## config.mk

```make
export PLATFORM = sky130hd
export DESIGN_NAME = reg_share_arbiter
export DESIGN_NICKNAME = d
export VERILOG_FILES = /design/src/rtl/reg_share_pkg.sv /design/src/rtl/rr_priority_pick.sv /design/src/rtl/reg_share_arbiter.sv
export SDC_FILE = /design/constraint.sdc
export NUM_CORES = 1
export LEC_CHECK = 0
export ABC_AREA = 1
export CAP_MARGIN = 20
export CORE_UTILIZATION = 37
export DETAILED_ROUTE_END_ITERATION = 10
export GPL_ROUTABILITY_DRIVEN = 0
export PLACE_DENSITY = 0.87
export SLEW_MARGIN = 20
export SYNTH_ARGS = -nofsm -noshare
export SYNTH_HDL_FRONTEND = slang
export SYNTH_SLANG_ARGS = --single-unit
```

## constraint.sdc

```tcl
create_clock -name clk -period 1.9 [get_ports clk]
set_input_delay 0.38 -clock clk [delete_from_list [all_inputs] [get_ports clk]]
set_output_delay 0.38 -clock clk [all_outputs]
set_load 0.01 [all_outputs]
```

## src/rtl/reg_share_pkg.sv

```systemverilog
// Shared constants and helpers for the register-sharing arbiter.
package reg_share_pkg;

    localparam int DEF_NUM_REQ    = 4;
    localparam int DEF_DATA_WIDTH = 8;

    // Index width for n requesters; never below one bit.
    function automatic int clog2(input int n);
        int r;
        r = 0;
        for (int i = 0; i < 31; i++) begin
            if ((1 << i) < n) r = i + 1;
        end
        return (r < 1) ? 1 : r;
    endfunction

endpackage

```

## src/rtl/rr_priority_pick.sv

```systemverilog
// Rotate-and-find-first: first asserted req at or after ptr, wrapping.
module rr_priority_pick
    import reg_share_pkg::*;
#(
    parameter int NUM_REQ  = DEF_NUM_REQ,
    parameter int ID_WIDTH = clog2(NUM_REQ)
) (
    input  logic [NUM_REQ-1:0]  req,
    input  logic [ID_WIDTH-1:0] ptr,
    output logic [NUM_REQ-1:0]  grant,
    output logic [ID_WIDTH-1:0] idx,
    output logic                hit
);

    logic [2*NUM_REQ-1:0] dbl;
    logic [NUM_REQ-1:0]   rot;
    logic [ID_WIDTH:0]    sum;

    // Doubling the vector makes the shift a modulo-NUM_REQ rotation.
    assign dbl = {req, req} >> ptr;
    assign rot = dbl[NUM_REQ-1:0];

    always_comb begin
        hit = 1'b0;
        sum = '0;
        for (int k = NUM_REQ - 1; k >= 0; k--) begin
            if (rot[k]) begin
                hit = 1'b1;
                sum = {1'b0, ptr} + (ID_WIDTH+1)'(k);
            end
        end
        if (sum >= (ID_WIDTH+1)'(NUM_REQ))
            sum = sum - (ID_WIDTH+1)'(NUM_REQ);
        idx = sum[ID_WIDTH-1:0];
    end

    always_comb begin
        grant = '0;
        if (hit) grant[idx] = 1'b1;
    end

endmodule

```

## src/rtl/reg_share_arbiter.sv

```systemverilog
// Round-robin arbiter feeding one shared, tagged output register.
// Optional lock feature: define REG_SHARE_LOCK_EN to add req_lock.
module reg_share_arbiter
    import reg_share_pkg::*;
#(
    parameter int NUM_REQ    = DEF_NUM_REQ,
    parameter int DATA_WIDTH = DEF_DATA_WIDTH,
    parameter int ID_WIDTH   = clog2(NUM_REQ)
) (
    input  logic                          clk,
    input  logic                          reset,
    input  logic [NUM_REQ-1:0]            req_valid,
    input  logic [NUM_REQ*DATA_WIDTH-1:0] req_data,
    output logic [NUM_REQ-1:0]            req_ready,
`ifdef REG_SHARE_LOCK_EN
    input  logic [NUM_REQ-1:0]            req_lock,
`endif
    output logic                          out_valid,
    output logic [DATA_WIDTH-1:0]         out_data,
    output logic [ID_WIDTH-1:0]           out_id,
    input  logic                          out_ready
);

    logic [ID_WIDTH-1:0]   ptr;
    logic [ID_WIDTH-1:0]   ptr_nxt;
    logic [NUM_REQ-1:0]    grant;
    logic [ID_WIDTH-1:0]   win;
    logic                  hit;
    logic                  load;
    logic                  go;
    logic [DATA_WIDTH-1:0] din [NUM_REQ];

    for (genvar i = 0; i < NUM_REQ; i++) begin : g_unpack
        assign din[i] = req_data[i*DATA_WIDTH +: DATA_WIDTH];
    end

    rr_priority_pick #(
        .NUM_REQ  (NUM_REQ),
        .ID_WIDTH (ID_WIDTH)
    ) u_pick (
        .req   (req_valid),
        .ptr   (ptr),
        .grant (grant),
        .idx   (win),
        .hit   (hit)
    );

    assign load      = !out_valid || out_ready;
    assign go        = load && hit && !reset;
    assign req_ready = go ? grant : '0;

    always_comb begin
        if (win == ID_WIDTH'(NUM_REQ - 1))
            ptr_nxt = '0;
        else
            ptr_nxt = win + ID_WIDTH'(1);
`ifdef REG_SHARE_LOCK_EN
        // A locked winner keeps top priority for its next request.
        if (req_lock[win]) ptr_nxt = win;
`endif
    end

    always_ff @(posedge clk) begin
        if (reset) begin
            out_valid <= 1'b0;
            out_data  <= '0;
            out_id    <= '0;
            ptr       <= '0;
        end else if (go) begin
            out_valid <= 1'b1;
            out_data  <= din[win];
            out_id    <= win;
            ptr       <= ptr_nxt;
        end else if (out_ready) begin
            out_valid <= 1'b0;
        end
    end

endmodule

```

==> results.py, run 1 <==
metrics = {
    "critical_path": {
        "cpLargestDelayFamily": "simple AND/OR/NAND/NOR gates",
        "path_cells": "inv_8 > nand2_2 > nand3_2 > nand2_4 > nand3_1 > nand3_1 > nand2_1 > nand2_2 > ha_4 > inv_2 > nor2_2 > buf_2",
        "critPathLaunchType": "register",
        "crit_buf_inv": 3,
        "rrSetupSlack_ns": 0.11,
        "worstPathRequired_ns": 1.52,
        "path_class": "register to output port",
        "rr_endpoint": "out_data[2]",
        "critical_path.max_stage_delay_ns": 0.43,
        "r2r_start": "ptr[0]",
        "reg2reg_depth": 14,
        "crit_fanout": 7,
        "endpoint_kind": "output port",
        "critPathSlowestCell": "dfxtp_4",
        "cp.arrival_ns": 1.79,
    },
    "yosys": {
        "syn_inst": 176,
        "yosys.area.top_type": "dfxtp_1",
        "synth_top_area_share_pct": 22.1,
        "netlist_area_sq_um": 1180,
        "synthesis.nets": 216,
        "ys_seq_elements": 13,
        "ys_seq_area_share_pct": 22.1,
        "avgSynthCellArea_sq_um": 6.70,
        "synth.distinct_cells": 25,
        "synth_area_leaders": "dfxtp_1 22%, nand3_1 20%, nand2_1 13%, nand3_2 11%, nand2_2 6.9%",
        "synth_warnings": 0,
    },
    "floorplan": {
        "ios": 54,
        "fp-row-count": 20,
        "dieHeight_um": 58.4,
        "core_area_sq_um": 3030,
        "dieArea_sq_um": 3420,
        "initial_core_util_pct": 38.9,
        "die_w_um": 58.4,
    },
    "place": {
        "io_buffers": 53,
        "dpl_worst_slack_ns": -0.875,
        "post_dp_cell_area_sq_um": 1870,
        "dp_hpwl_mm": 2.71,
    },
    "flow_run": {
        "cap_violations": 0,
    },
    "sta": {
        "timing.fmax_mhz": 460,
        "post-route-period-util_pct": 114,
        "final_max_slew_viol_count": 0,
        "rsz0062_at_grt": "true",
        "tightest_slew_ns": 0.226,
        "max-slew-margin-rel_pct": 84.8,
        "finalClockSkew_ns": 0.00612,
        "hold_viol": 0,
        "fin_ws_ns": -0.272,
        "finalSetupTns_ns": -0.864,
        "period_needed_ns": 2.17,
        "setup_viol_count_final": 4,
    },
    "grt": {
        "grt_overflow": 0,
        "grt_pass1_vias": 1332,
        "track_usage_pct": 21.1,
        "grt_pass1_wl_mm": 5.60,
        "grt_max_degree": 17,
        "grt_antenna_before_repair": 0,
    },
    "route": {
        "drc_errors": 0,
        "dr.first_iter.drc_count": 73,
        "wl_per_cell_um": 12.5,
        "routed_via_density": 4.84,
        "totalWireLength_mm": 3.73,
        "antenna_left": 0,
        "drt_first_pass_iters": 4,
        "vias": 1448,
    },
    "min_path": {
        "hp-start": "out_data[2]",
        "hp-class": "register to register",
        "min_path_cells": 2,
        "worstHoldEndpoint": "out_data[2]",
    },
    "clock_tree": {
        "clock_latency_ns": 0.27,
        "cts_hold_buf": 0,
        "cts_sinks": 13,
        "cts_buffers": 3,
        "cts_max_level": 1,
        "cts_tree": "done",
        "cts-root-buf": "clkbuf_4",
        "path_clk_slew_ns": 0.08,
        "clock_path_buffers": 2,
    },
    "power_and_ir_drop": {
        "power_density_nw_per_um2": 1540,
        "total_power_mw": 3.10,
        "max-vdd-ir-drop_mv": 0.607,
        "p_leak_nw": 0.953,
    },
    "outcome": {
        "violations": "setup timing",
        "status": "complete, but fails checks",
    },
    "final_layout": {
        "stdcell_area_sq_um": 2010,
        "antenna_cells": 0,
        "drive_above_1_share_pct": 36.9,
        "area_growth_pct": 70.9,
        "final_core_utilization_pct": 66.5,
        "fin_nets": 296,
    },
}
routing by layer:
metal	global-route usage [%]	part of all wire (%)	vias to the layer above	wire, um
li1	-	-	736	-
met1	24.7	41	650	1510
met2	38.9	50	56	1850
met3	3.30	7.9	6	294
met4	7.14	1.9	0	70
met5	0	0	-	0
worst register-to-register path, delay by kind of cell (launching register included):
family	cells	cell delay (ns)
DFF	1	0.40
buffers and inverters	5	0.60
and+or+nand+nor	9	0.71
per-stage QoR:
step / hold slack, ns / cells
floorplan: 0.483 / 176
global placement: 0.456 / 288
detailed placement: 0.461 / 288
CTS: 0.474 / 295
global route: 0.493 / 299
finish: 0.473 / 299
area by class of cell:
cell class / count / area (sq um)
Tap cell: 44 / 55.1
Fill cell: 279 / 1010
Inverter: 16 / 72.6
Sequential cell: 13 / 265
Timing Repair Buffer: 83 / 744
Clock buffer: 4 / 26.3
Multi-Input combinational cell: 139 / 851
worst max path at each step:
stage / startpoint / endpoint / slack (ns) / cells after the start
2_1_floorplan: ptr[0] / req_ready[3] / 0.01 / 12
3_3_place_gp: req_valid[3] / req_ready[2] / -0.88 / 13
3_5_place_dp: req_valid[3] / req_ready[2] / -0.88 / 13
4_1_cts: ptr[0] / req_ready[0] / -0.21 / 12
5_1_grt: ptr[1] / req_ready[3] / -0.38 / 13
6_report: ptr[0] / req_ready[3] / -0.27 / 12
cell usage after synthesis, drive strengths merged:
cell,number
o21ai,3
nor2,11
o211ai,1
dfxtp,13
o31ai,1
a21oi,2
ha,1
buf,7
inv,16
nand2,59
and2,1
clkbuf,1
nand3,60
where the power goes:
| part | internal [mW] | total [mW] | switching (mW) | leakage, nW |
|---|---|---|---|---|
| sequential | 0.390 | 0.489 | 0.0998 | 0.109 |
| clock | 0.0813 | 0.171 | 0.0894 | 0.0150 |
| combinational | 1.12 | 2.44 | 1.32 | 0.828 |
what timing repair did:
action,in CTS,in global routing
endpoints found under the hold margin,0,0
gates resized for setup,33,16
setup endpoints to repair,4,4
setup buffers,3,4
pin swaps,3,8
flip-flops by register name, indices dropped and copies added, names as in the netlist:
signal / cells
out_valid: 1
out_data: 8
ptr: 2
out_id: 2
cells by family (layout without fill, tap and decap cells):
kind of cell / after synthesis / count (layout) / share of synthesized area, %
AND/OR/NAND/NOR: 131 / 131 / 61.9
buffers and inverters: 24 / 103 / 11.3
flip-flops: 13 / 13 / 22.1
AO/OA/AOI/OAI: 7 / 7 / 3.72
adder cells (fa/ha/maj): 1 / 1 / 1.06
cell usage in the layout (no fill, tap or decap):
| cell type | Yosys | final |
|---|---|---|
| clkdlybuf4s50_1 | 0 | 45 |
| nor2_1 | 8 | 2 |
| and2_4 | 0 | 1 |
| buf_4 | 4 | 28 |
| dfxtp_4 | 0 | 1 |
| nor2_4 | 1 | 2 |
| inv_1 | 11 | 10 |
| buf_6 | 1 | 3 |
| nand3_4 | 1 | 2 |
| buf_2 | 1 | 3 |
| ha_4 | 0 | 1 |
| dlygate4sd2_1 | 0 | 4 |
| nand2_4 | 5 | 7 |
| dfxtp_1 | 13 | 11 |
| a21oi_1 | 1 | 1 |
| clkbuf_1 | 1 | 1 |
| nor2_2 | 2 | 7 |
| inv_8 | 0 | 1 |
| dfxtp_2 | 0 | 1 |
| nand2_2 | 13 | 16 |
| inv_4 | 1 | 2 |
| nand3_2 | 13 | 12 |
| nand3_1 | 46 | 46 |
| inv_2 | 4 | 3 |
| o211ai_1 | 1 | 1 |
| nand2_1 | 41 | 36 |
| o21ai_0 | 3 | 3 |
| o31ai_1 | 1 | 1 |
| a21oi_2 | 1 | 1 |
| clkbuf_4 | 0 | 3 |
(Power assumes the default switching activity.)
==> run 2, diff against run 1 <==
--- a/config.mk
+++ b/config.mk
@@ -9,7 +9,7 @@
 export CAP_MARGIN = 20
 export CORE_UTILIZATION = 37
 export DETAILED_ROUTE_END_ITERATION = 10
-export GPL_ROUTABILITY_DRIVEN = 0
+export GPL_ROUTABILITY_DRIVEN = 1
 export PLACE_DENSITY = 0.87
 export SLEW_MARGIN = 20
 export SYNTH_ARGS = -nofsm -noshare
==> run 2 against run 1 <==
Effect of this change:
- hold slack worse by 0.0032 ns
- via count down 1.7%
- first-iteration DRC count up 96%
- the flow still finishes with violations (setup timing)
- critical path type unchanged
==> results.py, run 2 (synthesis results as in run 1) <==
metrics = {
    "outcome": {
        "status": "complete, but fails checks",
        "violations": "setup timing",
    },
    "sta": {
        "fin_ws_ns": -0.237,
        "finalClockSkew_ns": 0.00649,
        "post-route-period-util_pct": 112,
        "hold_viol": 0,
        "finalSetupTns_ns": -0.906,
        "tightest_slew_ns": 0.272,
        "whs_ns": 0.470,
        "rsz0062_at_grt": "true",
        "timing.fmax_mhz": 468,
        "max-slew-margin-rel_pct": 81.7,
        "period_needed_ns": 2.14,
        "final_max_slew_viol_count": 0,
        "setup_viol_count_final": 4,
    },
    "final_layout": {
        "multi_input_area_sq_um": 895,
        "fin_nets": 292,
        "fillCellCount": 257,
        "drive_above_1_share_pct": 37.8,
        "area_growth_pct": 70.9,
        "top_register": "out_data",
        "reg.largest.list": "out_data: 8 flops, out_id: 2 flops, ptr: 2 flops",
        "seq_area_sq_um": 265,
        "final_common_cell": "nand3_1",
        "final_cell_mix": "46 x nand3_1, 45 x clkdlybuf4s50_1, 31 x nand2_1",
        "largest_register_ffs": 8,
        "antenna_cells": 0,
    },
    "route": {
        "dr.first_iter.drc_count": 143,
        "antenna_left": 0,
        "routed_via_density": 4.83,
        "totalWireLength_mm": 3.57,
        "wl_per_cell_um": 12.1,
        "drt_first_pass_iters": 4,
        "drc_errors": 0,
        "vias": 1424,
    },
    "place": {
        "io_buffers": 53,
        "dpl_worst_slack_ns": -0.910,
        "dp_hpwl_mm": 2.63,
        "gp_congestion": 0.850,
    },
    "critical_path": {
        "path_class": "register to output port",
        "r2r_start": "ptr[0]",
        "endpoint_kind": "output port",
        "worstPathRequired_ns": 1.52,
        "startpoint": "ptr[0]",
        "path_cells": "nand2_2 > nand2_2 > nand2_1 > nor2_1 > nand2_1 > nand3_1 > nand2_1 > nand2_2 > ha_4 > inv_1 > nor2_2 > buf_2",
        "critPathSlowestCell": "dfxtp_4",
        "critical_path.max_stage_delay_ns": 0.44,
        "crit_fanout": 8,
        "critPathLaunchType": "register",
        "cp.arrival_ns": 1.76,
    },
    "floorplan": {
        "core_area_sq_um": 3030,
        "ios": 54,
        "die_w_um": 58.4,
        "dieArea_sq_um": 3420,
        "fp-row-count": 20,
        "initial_core_util_pct": 38.9,
        "dieHeight_um": 58.4,
    },
    "clock_tree": {
        "cts_hold_buf": 0,
        "cts_tree": "done",
        "cts_max_level": 1,
        "clock_path_buffers": 2,
        "clock_latency_ns": 0.28,
        "cts-root-buf": "clkbuf_4",
        "cts_buffers": 3,
        "cts_sinks": 13,
        "path_clk_slew_ns": 0.08,
    },
    "grt": {
        "grt_pass1_vias": 1340,
        "grt_max_degree": 17,
        "grt_overflow": 0,
        "grt_antenna_before_repair": 0,
        "track_usage_pct": 22.1,
        "grt_pass1_wl_mm": 5.86,
    },
    "min_path": {
        "hp-class": "register to register",
        "hp-start": "out_data[3]",
    },
    "power_and_ir_drop": {
        "p_leak_nw": 0.935,
        "max-vdd-ir-drop_mv": 0.661,
        "total_power_mw": 3.04,
        "power_density_nw_per_um2": 1510,
    },
    "flow_run": {
        "cap_violations": 0,
    },
}
run 2: per-stage QoR:
| stage | std cells | cell area (sq um) | utilization [%] |
|---|---|---|---|
| 6_report | 295 | 2010 | 66.5 |
| 5_1_grt | 295 | 2010 | 66.5 |
| 4_1_cts | 295 | 2010 | 66.5 |
| 3_5_place_dp | 289 | 1880 | 62.0 |
| 3_3_place_gp | 289 | 1880 | 62.0 |
| 2_1_floorplan | 176 | 1180 | - |
run 2: worst max-delay path, delay by kind of cell, from the launching register on:
| family | cells | cell delay (ns) |
|---|---|---|
| AND/OR/NAND/NOR | 9 | 0.71 |
| flip-flops | 1 | 0.44 |
| buffers and inverters | 2 | 0.18 |
| adder cells (fa/ha/maj) | 1 | 0.14 |
run 2: routing by layer:
| layer | wire [um] | GRT usage [%] | up-vias |
|---|---|---|---|
| li1 | - | - | 729 |
| met1 | 1420 | 25.4 | 642 |
| met2 | 1800 | 41.7 | 49 |
| met3 | 308 | 5.27 | 4 |
| met4 | 44 | 3.74 | 0 |
| met5 | 0 | 0 | - |
run 2: path summary, 6_finish.rpt:
check                  to  slack [ns]  cells past startpoint
max          req_ready[3]       -0.24                     12
min reg2reg   out_data[3]        0.47                      2
max reg2reg   out_data[0]        0.13                     13
min           out_data[3]        0.47                      2
run 2: power by group:
part	switching (mW)	internal [mW]
logic	1.31	1.07
clock network	0.0869	0.0814
registers	0.102	0.390
total	1.49	1.55
run 2: timing repair:
| action | 4_1_cts | 5_1_grt |
|---|---|---|
| endpoints found under the setup margin | 5 | 4 |
| pin swaps | 14 | 1 |
| resized for setup | 55 | 0 |
| hold endpoints to repair | 0 | 0 |
| buffers inserted | 2 | 0 |
run 2: cell type report:
type	instances	area share, %
clock buffer	4	1.30
tap	44	2.73
multi-input combinational	139	44.4
inverter	16	3.48
sequential	13	13.2
timing repair buffer	79	34.9
==> run 3, diff against run 2 <==
--- a/config.mk
+++ b/config.mk
@@ -7,10 +7,12 @@
 export LEC_CHECK = 0
 export ABC_AREA = 1
 export CAP_MARGIN = 20
-export CORE_UTILIZATION = 37
+export CELL_PAD_IN_SITES_DETAIL_PLACEMENT = 0
+export CELL_PAD_IN_SITES_GLOBAL_PLACEMENT = 2
+export CORE_UTILIZATION = 19
 export DETAILED_ROUTE_END_ITERATION = 10
 export GPL_ROUTABILITY_DRIVEN = 1
-export PLACE_DENSITY = 0.87
+export PLACE_DENSITY = 0.88
 export SLEW_MARGIN = 20
 export SYNTH_ARGS = -nofsm -noshare
 export SYNTH_HDL_FRONTEND = slang
==> run 3 against run 2 <==
Effect of this change:
- the flow still finishes with violations (setup timing)
- hold slack got worse by 0.0048 ns
- die area increased by 91%
- critical path depth decreased by 1
- wire length increased by 10%
- cell count increased by 12%
- first-iteration DRC count decreased by 55%
- clock power increased by 48%
- sequential share of layout area decreased by 0.40 points
- non-clock buffer count increased by 3
- via count decreased by 2.7%
- combinational power about the same
- largest cell class unchanged
- highest routed layer unchanged
==> results.py, run 3 (synthesis results as in run 1) <==
metrics = {
    "place": {
        "dpl.cell_count": 320,
        "io_buffers": 53,
        "dp_hpwl_mm": 2.95,
        "gp_congestion": 0.823,
    },
    "flow_run": {
        "cap_violations": 0,
    },
    "grt": {
        "grt_pass1_vias": 1321,
        "track_usage_pct": 12.6,
        "grt_overflow": 0,
        "grt_antenna_before_repair": 0,
        "grt_max_degree": 17,
        "grt_pass1_wl_mm": 6.20,
    },
    "critical_path": {
        "path_cells": "nand2_2 > nand2_1 > nand2_1 > nor2_1 > nand2_1 > buf_4 > buf_4 > nand3_1 > nand2_1 > nor2_2 > buf_2",
        "critical_path.max_stage_delay_ns": 0.44,
        "crit_top_cell": "nand2_1",
        "endpoint_kind": "output port",
        "cp.arrival_ns": 1.71,
        "cpLargestDelayFamily": "simple AND/OR/NAND/NOR gates",
        "critPathLaunchType": "register",
        "critPathSlowestCell": "dfxtp_4",
        "rr_endpoint": "out_data[4]",
        "crit_buf_inv": 3,
        "reg2reg_depth": 12,
        "path_class": "register to output port",
        "rrSetupSlack_ns": 0.13,
        "crit_fanout": 7,
        "r2r_start": "ptr[0]",
        "worstPathRequired_ns": 1.52,
    },
    "sta": {
        "rsz0062_at_grt": "true",
        "fin_ws_ns": -0.191,
        "tightest_slew_ns": 0.261,
        "hold_viol": 0,
        "timing.fmax_mhz": 478,
        "finalClockSkew_ns": 0.00229,
        "finalSetupTns_ns": -0.738,
        "period_needed_ns": 2.09,
        "post-route-period-util_pct": 110,
        "whs_ns": 0.465,
        "max-slew-margin-rel_pct": 82.5,
        "final_max_slew_viol_count": 0,
        "setup_viol_count_final": 4,
    },
    "floorplan": {
        "initial_core_util_pct": 19.8,
        "ios": 54,
        "die_w_um": 80.8,
        "core_area_sq_um": 5960,
        "fp-row-count": 28,
        "dieArea_sq_um": 6520,
        "dieHeight_um": 80.8,
    },
    "final_layout": {
        "post_layout_nonfiller_instances": 329,
        "seq_area_sq_um": 265,
        "reg.largest.list": "out_data: 8 flops, out_id: 2 flops, ptr: 2 flops",
        "final_cell_mix": "46 x nand3_1, 45 x clkdlybuf4s50_1, 32 x nand2_1",
        "fillCellCount": 674,
        "multi_input_area_sq_um": 871,
        "final_common_cell": "nand3_1",
        "area_growth_pct": 76.2,
        "fin_nets": 295,
        "top_register": "out_data",
        "largest_register_ffs": 8,
        "antenna_cells": 0,
        "drive_above_1_share_pct": 37.4,
        "final_core_utilization_pct": 34.9,
    },
    "power_and_ir_drop": {
        "p_leak_nw": 0.960,
        "power_density_nw_per_um2": 1500,
        "max-vdd-ir-drop_mv": 0.947,
    },
    "clock_tree": {
        "clock_latency_ns": 0.24,
        "cts_max_level": 1,
        "cts_hold_buf": 0,
        "path_clk_slew_ns": 0.06,
        "cts_buffers": 3,
        "cts_tree": "done",
        "clock_path_buffers": 2,
        "cts-root-buf": "clkbuf_8",
        "cts_sinks": 13,
    },
    "route": {
        "vias": 1386,
        "drt_first_pass_iters": 4,
        "totalWireLength_mm": 3.93,
        "drc_errors": 0,
        "antenna_left": 0,
        "routed_via_density": 4.21,
        "wl_per_cell_um": 11.9,
        "dr.first_iter.drc_count": 64,
    },
    "min_path": {
        "min_path_cells": 2,
        "worstHoldEndpoint": "out_data[6]",
        "hp-start": "out_data[6]",
        "hp-class": "register to register",
    },
    "outcome": {
        "violations": "setup timing",
        "status": "complete, but fails checks",
    },
}
==> run 3: cell type report <==
cell class / count / share of cell area (%)
well taps: 75 / 4.52
inverters: 16 / 3.37
repair buffers: 82 / 35.2
clock buffers: 4 / 2.17
multi-input cells: 139 / 41.9
flip-flops and latches: 13 / 12.8
==> run 3: metrics by stage <==
stage	worst slack [ns]	total power [mW]	instance area (sq um)
floorplan	0.0129	1.89	1180
global placement	-0.875	2.68	1920
detailed placement	-0.819	2.68	1920
CTS	-0.200	3.13	2080
global route	-0.344	3.38	2080
finish	-0.191	3.11	2080
==> run 3: worst max-delay path by stage <==
stage,from,to,slack (ns),depth (start not counted)
after floorplan,ptr[0],req_ready[3],0.01,12
after global placement,req_valid[3],req_ready[0],-0.87,13
after detailed placement,req_valid[3],req_ready[0],-0.82,11
after CTS,ptr[0],req_ready[3],-0.20,12
after global routing,ptr[0],req_ready[3],-0.34,12
final,ptr[0],req_ready[2],-0.19,11
==> run 3: timing repair <==
| item | CTS | global route |
|---|---|---|
| resized for setup | 51 | 1 |
| hold endpoints to repair | 0 | 0 |
| buffers inserted | 5 | 0 |
| pin swaps | 13 | 0 |
| endpoints found under the setup margin | 7 | 11 |
==> run 3: power by group <==
part | switching [mW] | internal (mW) | total [mW]
logic | 1.28 | 1.08 | 2.36
registers | 0.105 | 0.391 | 0.496
clock network | 0.0994 | 0.148 | 0.248
==> run 3: layer usage <==
layer  wire length [um]  GRT usage, %  vias to the layer above
li1                   -             -                      733
met2               1880          23.3                       41
met4                 17          1.61                        0
met1               1750          14.5                      607
met3                282          3.82                        5
met5                  0             0                        -
==> run 3: worst min-delay path, stage by stage (launching register included) <==
cell	delay [ns]
dfxtp_1	0.31
nand3_1	0.07
nand2_1	0.04
